[config.mk]
export PLATFORM = sky130hd
export DESIGN_NAME = obstacle_scheduler_flat
export DESIGN_NICKNAME = d
export VERILOG_FILES = /design/src/rtl/obstacle_scheduler_if.sv /design/src/rtl/obstacle_scheduler.sv /design/src/flat_wrapper.sv
export SDC_FILE = /design/constraint.sdc
export NUM_CORES = 1
export LEC_CHECK = 0
export BUFFER_PORTS_ARGS = -buffer_cell sky130_fd_sc_hd__buf_4
export CAP_MARGIN = 10
export CORE_ASPECT_RATIO = 0.8
export CORE_UTILIZATION = 30
export CTS_BUF_LIST = sky130_fd_sc_hd__clkbuf_4
export CTS_CLUSTER_DIAMETER = 40
export DETAILED_ROUTE_END_ITERATION = 12
export PLACE_DENSITY = 0.46
export SKIP_CTS_REPAIR_TIMING = 1
export SYNTH_ARGS = -nofsm -noshare
export SYNTH_HDL_FRONTEND = slang
export SYNTH_SLANG_ARGS = --single-unit
[constraint.sdc]
create_clock -name clk -period 4.2 [get_ports clk]
set_clock_uncertainty 0.2 [all_clocks]
set_input_delay 0.42 -clock clk [delete_from_list [all_inputs] [get_ports clk]]
set_output_delay 0.42 -clock clk [all_outputs]
set_load 0.05 [all_outputs]
[src/rtl/obstacle_scheduler_if.sv]
// Frame-control inputs and renderer-facing outputs of the runner game sequencer.
interface obstacle_scheduler_if;
  logic       frame_tick;
  logic       start_btn;
  logic       collision;
  logic [9:0] x_offset;
  logic [9:0] u_x_pos;
  logic [9:0] u_y_pos;
  logic       u_active;
  logic       sin_active;
  logic       show_player;
  logic [1:0] game_state;
  logic [7:0] score;

  modport master (
    output frame_tick, start_btn, collision,
    input  x_offset, u_x_pos, u_y_pos, u_active, sin_active, show_player, game_state, score
  );

  modport slave (
    input  frame_tick, start_btn, collision,
    output x_offset, u_x_pos, u_y_pos, u_active, sin_active, show_player, game_state, score
  );
endinterface

[src/rtl/obstacle_scheduler.sv]
// Per-frame game sequencer: scroll, obstacle spawn/retire, IDLE/RUN/DEAD, score.
// Outputs registered, visible the cycle after frame_tick; no backpressure, every tick is consumed.
module obstacle_scheduler #(
  parameter int SCROLL_SPEED = 4,
  parameter int SCREEN_W     = 640,
  parameter int SPAWN_X      = 600,
  parameter int SPAWN_GAP    = 90,
  parameter int SIN_FRAMES   = 120,
  parameter int DEAD_FRAMES  = 120,
  parameter int BLINK_FRAMES = 8
) (
  input logic               clk,
  input logic               rst_n,
  obstacle_scheduler_if.slave bus
);
  typedef enum logic [1:0] {IDLE = 2'd0, RUN = 2'd1, DEAD = 2'd2} state_t;

  localparam logic [9:0]  SPEED_V   = 10'(SCROLL_SPEED);
  localparam logic [10:0] SPEED_W   = 11'(SCROLL_SPEED);
  localparam logic [10:0] SCREEN_V  = 11'(SCREEN_W);
  localparam logic [9:0]  SPAWN_X_V = 10'(SPAWN_X);
  localparam logic [7:0]  GAP_V     = 8'(SPAWN_GAP);
  localparam logic [7:0]  SIN_V     = 8'(SIN_FRAMES);
  localparam logic [7:0]  DEAD_V    = 8'(DEAD_FRAMES);
  localparam logic [7:0]  BLINK_V   = 8'(BLINK_FRAMES);

  state_t     state, state_n;
  logic [9:0] x_offset, x_offset_n;
  logic [9:0] u_x_pos, u_x_pos_n;
  logic [9:0] u_y_pos, u_y_pos_n;
  logic       u_active, u_active_n;
  logic       sin_active, sin_active_n;
  logic       show_player, show_player_n;
  logic [7:0] score, score_n;
  logic [7:0] spawn_cnt, spawn_cnt_n;
  logic [7:0] sin_cnt, sin_cnt_n;
  logic [7:0] dead_cnt, dead_cnt_n;
  logic [7:0] blink_cnt, blink_cnt_n;
  logic       next_sin, next_sin_n;
  logic [7:0] lfsr;
  logic       hit_latch;
  logic       hit;
  logic [10:0] x_sum;
  logic [1:0]  gain;
  logic [8:0]  score_sum;

  // A hit arriving on the tick cycle itself must still end the run.
  assign hit = hit_latch | bus.collision;

  always_ff @(posedge clk or negedge rst_n) begin
    if (!rst_n) begin
      lfsr      <= 8'hA5;
      hit_latch <= 1'b0;
    end else begin
      lfsr <= {lfsr[6:0], lfsr[7] ^ lfsr[5] ^ lfsr[4] ^ lfsr[3]};
      if (bus.frame_tick)
        hit_latch <= 1'b0;
      else if (bus.collision)
        hit_latch <= 1'b1;
    end
  end

  always_ff @(posedge clk or negedge rst_n) begin
    if (!rst_n) begin
      state       <= IDLE;
      x_offset    <= '0;
      u_x_pos     <= SPAWN_X_V;
      u_y_pos     <= 10'd200;
      u_active    <= 1'b0;
      sin_active  <= 1'b0;
      show_player <= 1'b1;
      score       <= '0;
      spawn_cnt   <= '0;
      sin_cnt     <= '0;
      dead_cnt    <= '0;
      blink_cnt   <= '0;
      next_sin    <= 1'b0;
    end else begin
      state       <= state_n;
      x_offset    <= x_offset_n;
      u_x_pos     <= u_x_pos_n;
      u_y_pos     <= u_y_pos_n;
      u_active    <= u_active_n;
      sin_active  <= sin_active_n;
      show_player <= show_player_n;
      score       <= score_n;
      spawn_cnt   <= spawn_cnt_n;
      sin_cnt     <= sin_cnt_n;
      dead_cnt    <= dead_cnt_n;
      blink_cnt   <= blink_cnt_n;
      next_sin    <= next_sin_n;
    end
  end

  always_comb begin
    state_n       = state;
    x_offset_n    = x_offset;
    u_x_pos_n     = u_x_pos;
    u_y_pos_n     = u_y_pos;
    u_active_n    = u_active;
    sin_active_n  = sin_active;
    show_player_n = show_player;
    score_n       = score;
    spawn_cnt_n   = spawn_cnt;
    sin_cnt_n     = sin_cnt;
    dead_cnt_n    = dead_cnt;
    blink_cnt_n   = blink_cnt;
    next_sin_n    = next_sin;
    x_sum         = '0;
    gain          = '0;
    score_sum     = '0;

    if (bus.frame_tick) begin
      case (state)
        RUN: begin
          if (hit) begin
            state_n     = DEAD;
            dead_cnt_n  = DEAD_V;
            blink_cnt_n = '0;
          end else begin
            x_sum      = {1'b0, x_offset} + SPEED_W;
            x_offset_n = (x_sum >= SCREEN_V) ? 10'(x_sum - SCREEN_V) : x_sum[9:0];

            if (u_active) begin
              if (u_x_pos < SPEED_V) begin
                u_active_n = 1'b0;
                gain       = gain + 2'd1;
              end else begin
                u_x_pos_n = u_x_pos - SPEED_V;
              end
            end

            if (sin_cnt != '0) begin
              sin_cnt_n = sin_cnt - 8'd1;
              if (sin_cnt == 8'd1)
                gain = gain + 2'd1;
            end
            sin_active_n = (sin_cnt_n != '0);

            score_sum = {1'b0, score} + {7'd0, gain};
            score_n   = score_sum[8] ? 8'hFF : score_sum[7:0];

            // Spawn decisions see the slots as freed by this frame's retirements.
            if (spawn_cnt != '0) begin
              spawn_cnt_n = spawn_cnt - 8'd1;
            end else if (!next_sin && !u_active_n) begin
              u_x_pos_n   = SPAWN_X_V;
              u_y_pos_n   = 10'd200 + {8'd0, lfsr[1:0]} * 10'd40;
              u_active_n  = 1'b1;
              next_sin_n  = 1'b1;
              spawn_cnt_n = GAP_V;
            end else if (next_sin && sin_cnt_n == '0) begin
              sin_cnt_n    = SIN_V;
              sin_active_n = 1'b1;
              next_sin_n   = 1'b0;
              spawn_cnt_n  = GAP_V;
            end
          end
        end
        DEAD: begin
          dead_cnt_n = dead_cnt - 8'd1;
          if (blink_cnt == BLINK_V - 8'd1) begin
            blink_cnt_n   = '0;
            show_player_n = ~show_player;
          end else begin
            blink_cnt_n = blink_cnt + 8'd1;
          end
          if (dead_cnt == 8'd1) begin
            state_n       = IDLE;
            u_active_n    = 1'b0;
            sin_active_n  = 1'b0;
            sin_cnt_n     = '0;
            show_player_n = 1'b1;
          end
        end
        default: begin
          if (bus.start_btn) begin
            state_n     = RUN;
            score_n     = '0;
            x_offset_n  = '0;
            spawn_cnt_n = GAP_V;
            next_sin_n  = 1'b0;
          end
        end
      endcase
    end
  end

  assign bus.x_offset    = x_offset;
  assign bus.u_x_pos     = u_x_pos;
  assign bus.u_y_pos     = u_y_pos;
  assign bus.u_active    = u_active;
  assign bus.sin_active  = sin_active;
  assign bus.show_player = show_player;
  assign bus.game_state  = state;
  assign bus.score       = score;
endmodule

[src/flat_wrapper.sv]
// flat-port wrapper written by rule: the top's interface ports become plain ports
module obstacle_scheduler_flat 
#(
  parameter int SCROLL_SPEED = 4,
  parameter int SCREEN_W     = 640,
  parameter int SPAWN_X      = 600,
  parameter int SPAWN_GAP    = 90,
  parameter int SIN_FRAMES   = 120,
  parameter int DEAD_FRAMES  = 120,
  parameter int BLINK_FRAMES = 8
)
  (clk, rst_n, bus_frame_tick, bus_start_btn, bus_collision, bus_x_offset, bus_u_x_pos, bus_u_y_pos, bus_u_active, bus_sin_active, bus_show_player, bus_game_state, bus_score);
  obstacle_scheduler_if bus_i ();
  input logic clk;
  input logic rst_n;
  input wire logic [$bits(bus_i.frame_tick)-1:0] bus_frame_tick;
  input wire logic [$bits(bus_i.start_btn)-1:0] bus_start_btn;
  input wire logic [$bits(bus_i.collision)-1:0] bus_collision;
  output wire logic [$bits(bus_i.x_offset)-1:0] bus_x_offset;
  output wire logic [$bits(bus_i.u_x_pos)-1:0] bus_u_x_pos;
  output wire logic [$bits(bus_i.u_y_pos)-1:0] bus_u_y_pos;
  output wire logic [$bits(bus_i.u_active)-1:0] bus_u_active;
  output wire logic [$bits(bus_i.sin_active)-1:0] bus_sin_active;
  output wire logic [$bits(bus_i.show_player)-1:0] bus_show_player;
  output wire logic [$bits(bus_i.game_state)-1:0] bus_game_state;
  output wire logic [$bits(bus_i.score)-1:0] bus_score;
  assign bus_i.frame_tick = bus_frame_tick;
  assign bus_i.start_btn = bus_start_btn;
  assign bus_i.collision = bus_collision;
  assign bus_x_offset = bus_i.x_offset;
  assign bus_u_x_pos = bus_i.u_x_pos;
  assign bus_u_y_pos = bus_i.u_y_pos;
  assign bus_u_active = bus_i.u_active;
  assign bus_sin_active = bus_i.sin_active;
  assign bus_show_player = bus_i.show_player;
  assign bus_game_state = bus_i.game_state;
  assign bus_score = bus_i.score;
  obstacle_scheduler #(.SCROLL_SPEED(SCROLL_SPEED), .SCREEN_W(SCREEN_W), .SPAWN_X(SPAWN_X), .SPAWN_GAP(SPAWN_GAP), .SIN_FRAMES(SIN_FRAMES), .DEAD_FRAMES(DEAD_FRAMES), .BLINK_FRAMES(BLINK_FRAMES)) u_core (.clk(clk), .rst_n(rst_n), .bus(bus_i));
endmodule
==> impl_metrics.csv <==
group,metric,value,unit
outcome,status,"complete, but fails checks",
outcome,failed_checks,"design-rule violations",
route,wirelength,10200,µm
route,drc_errors,6,
critical_path,crit_fanout,5,
route,dr.pass1.iters,9,
clocking,clockRootBuffer,"clkbuf_4",
floorplanning,fp.dieW,138,µm
hold_path,min_path_type,"in -> reg",
critical_path,crit_path_end_kind,"flop",
logic_synthesis,synth_top_area_share,36.5,%
grt,grt_max_degree,55,
final_layout,finalNonFillerCells,730,
logic_synthesis,async_flop_share,100,%
route,drt-vias-per-instance,5.04,
clocking,cts_buffers,9,
placement,portBuffers,39,
logic_synthesis,syn_area,0.00446,mm²
pwr,ir_drop,0.228,mV
floorplanning,start_util,31.0,%
grt,grt_use_total,14.2,%
logic_synthesis,synthCells,498,
sta,rsz0062_at_grt,"no",
route,num_vias,3681,
final_layout,seq_area,0.00194,mm²
clocking,cts_tree,"yes",
placement,gp_congestion,0.816,
placement,place_inst,712,
logic_synthesis,seq_area_frac_synth,43.6,%
floorplanning,rows,39,
final_layout,antenna_cells,0,
critical_path,cp.required,4.36,ns
grt,grt_pass1_wl,17400,µm
logic_synthesis,synth-seq-cells,77,
floorplanning,core,0.0144,mm²
logic_synthesis,synth_cell_types,67,
sta,tns,0,ns
final_layout,final_common_cell,"dfrtp_1",
grt,grt_overflow,0,
sta,hold_viol,0,
placement,place_hpwl,7240,µm
sta,setup_viol,0,
route,postRouteAntennaNets,0,
sta,worst-slew-pin-transition,0.712,ns
logic_synthesis,yosys.area_share.simple,23.5,%
sta,max_freq,0.259,GHz
logic_synthesis,yosysTopAreaCell,"dfrtp_1",
sta,relSlewSlack,52.5,%
final_layout,fillCellCount,1464,
sta,finalCritPeriodShare,91.9,%
clocking,clock_latency,0.44,ns
final_layout,drive_gt1_share,16.5,%
logic_synthesis,synth_top_family_by_area,"simple AND/OR/NAND/NOR gates",
clocking,cts.sinks,77,
logic_synthesis,synth_area_leaders,"dfrtp_1, dfstp_2, ha_1",
logic_synthesis,synth_edf_count,0,
final_layout,multiInputGateArea,0.00234,mm²
logic_synthesis,synth_xor_area_share,1.57,%
logic_synthesis,ys_warn_count,0,
logic_synthesis,synth_fa_ha_area_share,5.78,%
sta,fin_crit,3.86,ns
run,cap_violations,0,
grt,antenna_found_initial,0,
clocking,clock_path_buffers,2,
critical_path,worstPathArrival,4.02,ns
clocking,cts_max_level,3,
sta,drv_slew,0,
floorplanning,dieArea,0.0153,mm²
logic_synthesis,synth_compound_area_share,18.5,%
logic_synthesis,muxShareOfSynthArea,2.36,%
final_layout,syn_to_final_growth,13.8,%
route,drt_iter0_markers,233,
clocking,path_clk_slew,0.13,ns
pwr,p_leak,2.17,nW
final_layout,mostFrequentLayoutCells,"dfrtp_1, nand2_1, nor2_1",
floorplanning,die_h,111,µm
critical_path,worstSetupPathType,"reg -> reg",
pwr,power_density,523,mW/mm²
floorplanning,io_pins,48,
logic_synthesis,synthFlopType,"dfrtp_1",
grt,first_global_vias,3423,
route,wire_per_inst,13.9,µm
final_layout,fin_nets,566,
critical_path,start_kind,"flop",
logic_synthesis,synth.avg_cell_area,8.95,µm²
## registers in the layout (all words and copies together), names as in the netlist
signal / flops
u_core.bus.x_offset: 8
u_core.hit_latch: 1
u_core.next_sin: 1
u_core.lfsr: 8
u_core.bus.u_x_pos: 8
u_core.bus.u_y_pos: 6
u_core.dead_cnt: 8
u_core.bus.game_state: 2
u_core.blink_cnt: 8
u_core.spawn_cnt: 8
u_core.bus.score: 8
u_core.bus.show_player: 1
u_core.sin_cnt: 8
u_core.bus.sin_active: 1
u_core.bus.u_active: 1
## layout make-up
type	count	area share, %
Tap cell	184	4.54
Inverter	22	1.63
Multi-Input combinational cell	386	46.1
Clock buffer	9	1.33
Timing Repair Buffer	45	6.76
Sequential cell	77	38.3
Clock inverter	7	1.31
## critical path: stages (launching register included)
cell,delay (ns)
dfrtp_1,0.41
inv_1,0.10
ha_1,0.22
nand2b_1,0.08
or3_1,0.37
or4_1,0.53
inv_1,0.10
ha_1,0.12
nand2_1,0.04
o21ai_0,0.10
ha_1,0.21
inv_1,0.06
fa_1,0.44
nor3b_2,0.24
nand4_1,0.21
o21ai_0,0.13
a22oi_1,0.08
o21ai_0,0.17
## where the power goes
| part | total [mW] | switching [mW] | internal, mW |
|---|---|---|---|
| combinational | 1.15 | 0.762 | 0.391 |
| sequential | 1.05 | 0.174 | 0.874 |
| clock | 0.453 | 0.276 | 0.177 |
| total | 2.65 | 1.21 | 1.44 |
## final timing paths
kind | depth (start not counted) | start | slack, ns | end
setup / recovery | 17 | u_core.bus.u_x_pos[2]$_DFFE_PN0P_ | 0.34 | u_core.bus.score[3]$_DFFE_PN0P_
hold / removal | 3 | bus_collision | 0.05 | u_core.hit_latch$_DFFE_PN0P_
setup reg to reg | 17 | u_core.bus.u_x_pos[2]$_DFFE_PN0P_ | 0.34 | u_core.bus.score[3]$_DFFE_PN0P_
hold reg to reg | 0 | u_core.lfsr[6]$_DFF_PN0_ | 0.17 | u_core.lfsr[7]$_DFF_PN1_
max in group asynchronous | 3 | rst_n | 2.60 | u_core.sin_cnt[1]$_DFFE_PN0P_
min in group asynchronous | 2 | rst_n | 0.35 | u_core.blink_cnt[5]$_DFFE_PN0P_
## Yosys cell counts (7+ instances only)
cell type and n:
a21oi_1 21, a31oi_1 7, buf_4 9, clkbuf_1 8
dfrtp_1 65, dfstp_2 12, ha_1 19, inv_1 21
nand2_1 59, nand3_1 25, nand4_1 8, nor2_1 50
nor3_1 17, o21ai_0 47, o21ai_1 17, o31ai_1 8
or3_1 7
## metal layers
layer	track usage, %	routed length, µm
met1	20.2	5280
met2	21.0	4320
met3	4.02	508
met4	3.30	62
met5	0	0
## cells by family after synthesis
family / count (synthesis)
and+or+nand+nor: 208
AOI/OAI and AO/OA: 132
DFF: 77
buffers and inverters: 42
adders and majority gates: 20
muxes: 10
xor gates and xnor gates: 8
other: 1
## metrics by stage
stage	worst slack (ns)	power (mW)	util, %	hold WS [ns]	cell area [µm²]
after floorplan	0.237	1.93	-	-0.0756	4480
after global placement	0.437	2.21	34.1	0.140	4910
after detailed placement	0.250	2.22	34.1	0.147	4910
after CTS	0.222	2.69	35.1	-0.176	5050
after global routing	0.0354	2.88	35.2	0.0130	5070
final	0.340	2.65	35.2	0.0465	5070
Power figures use the tool's default switching activity.
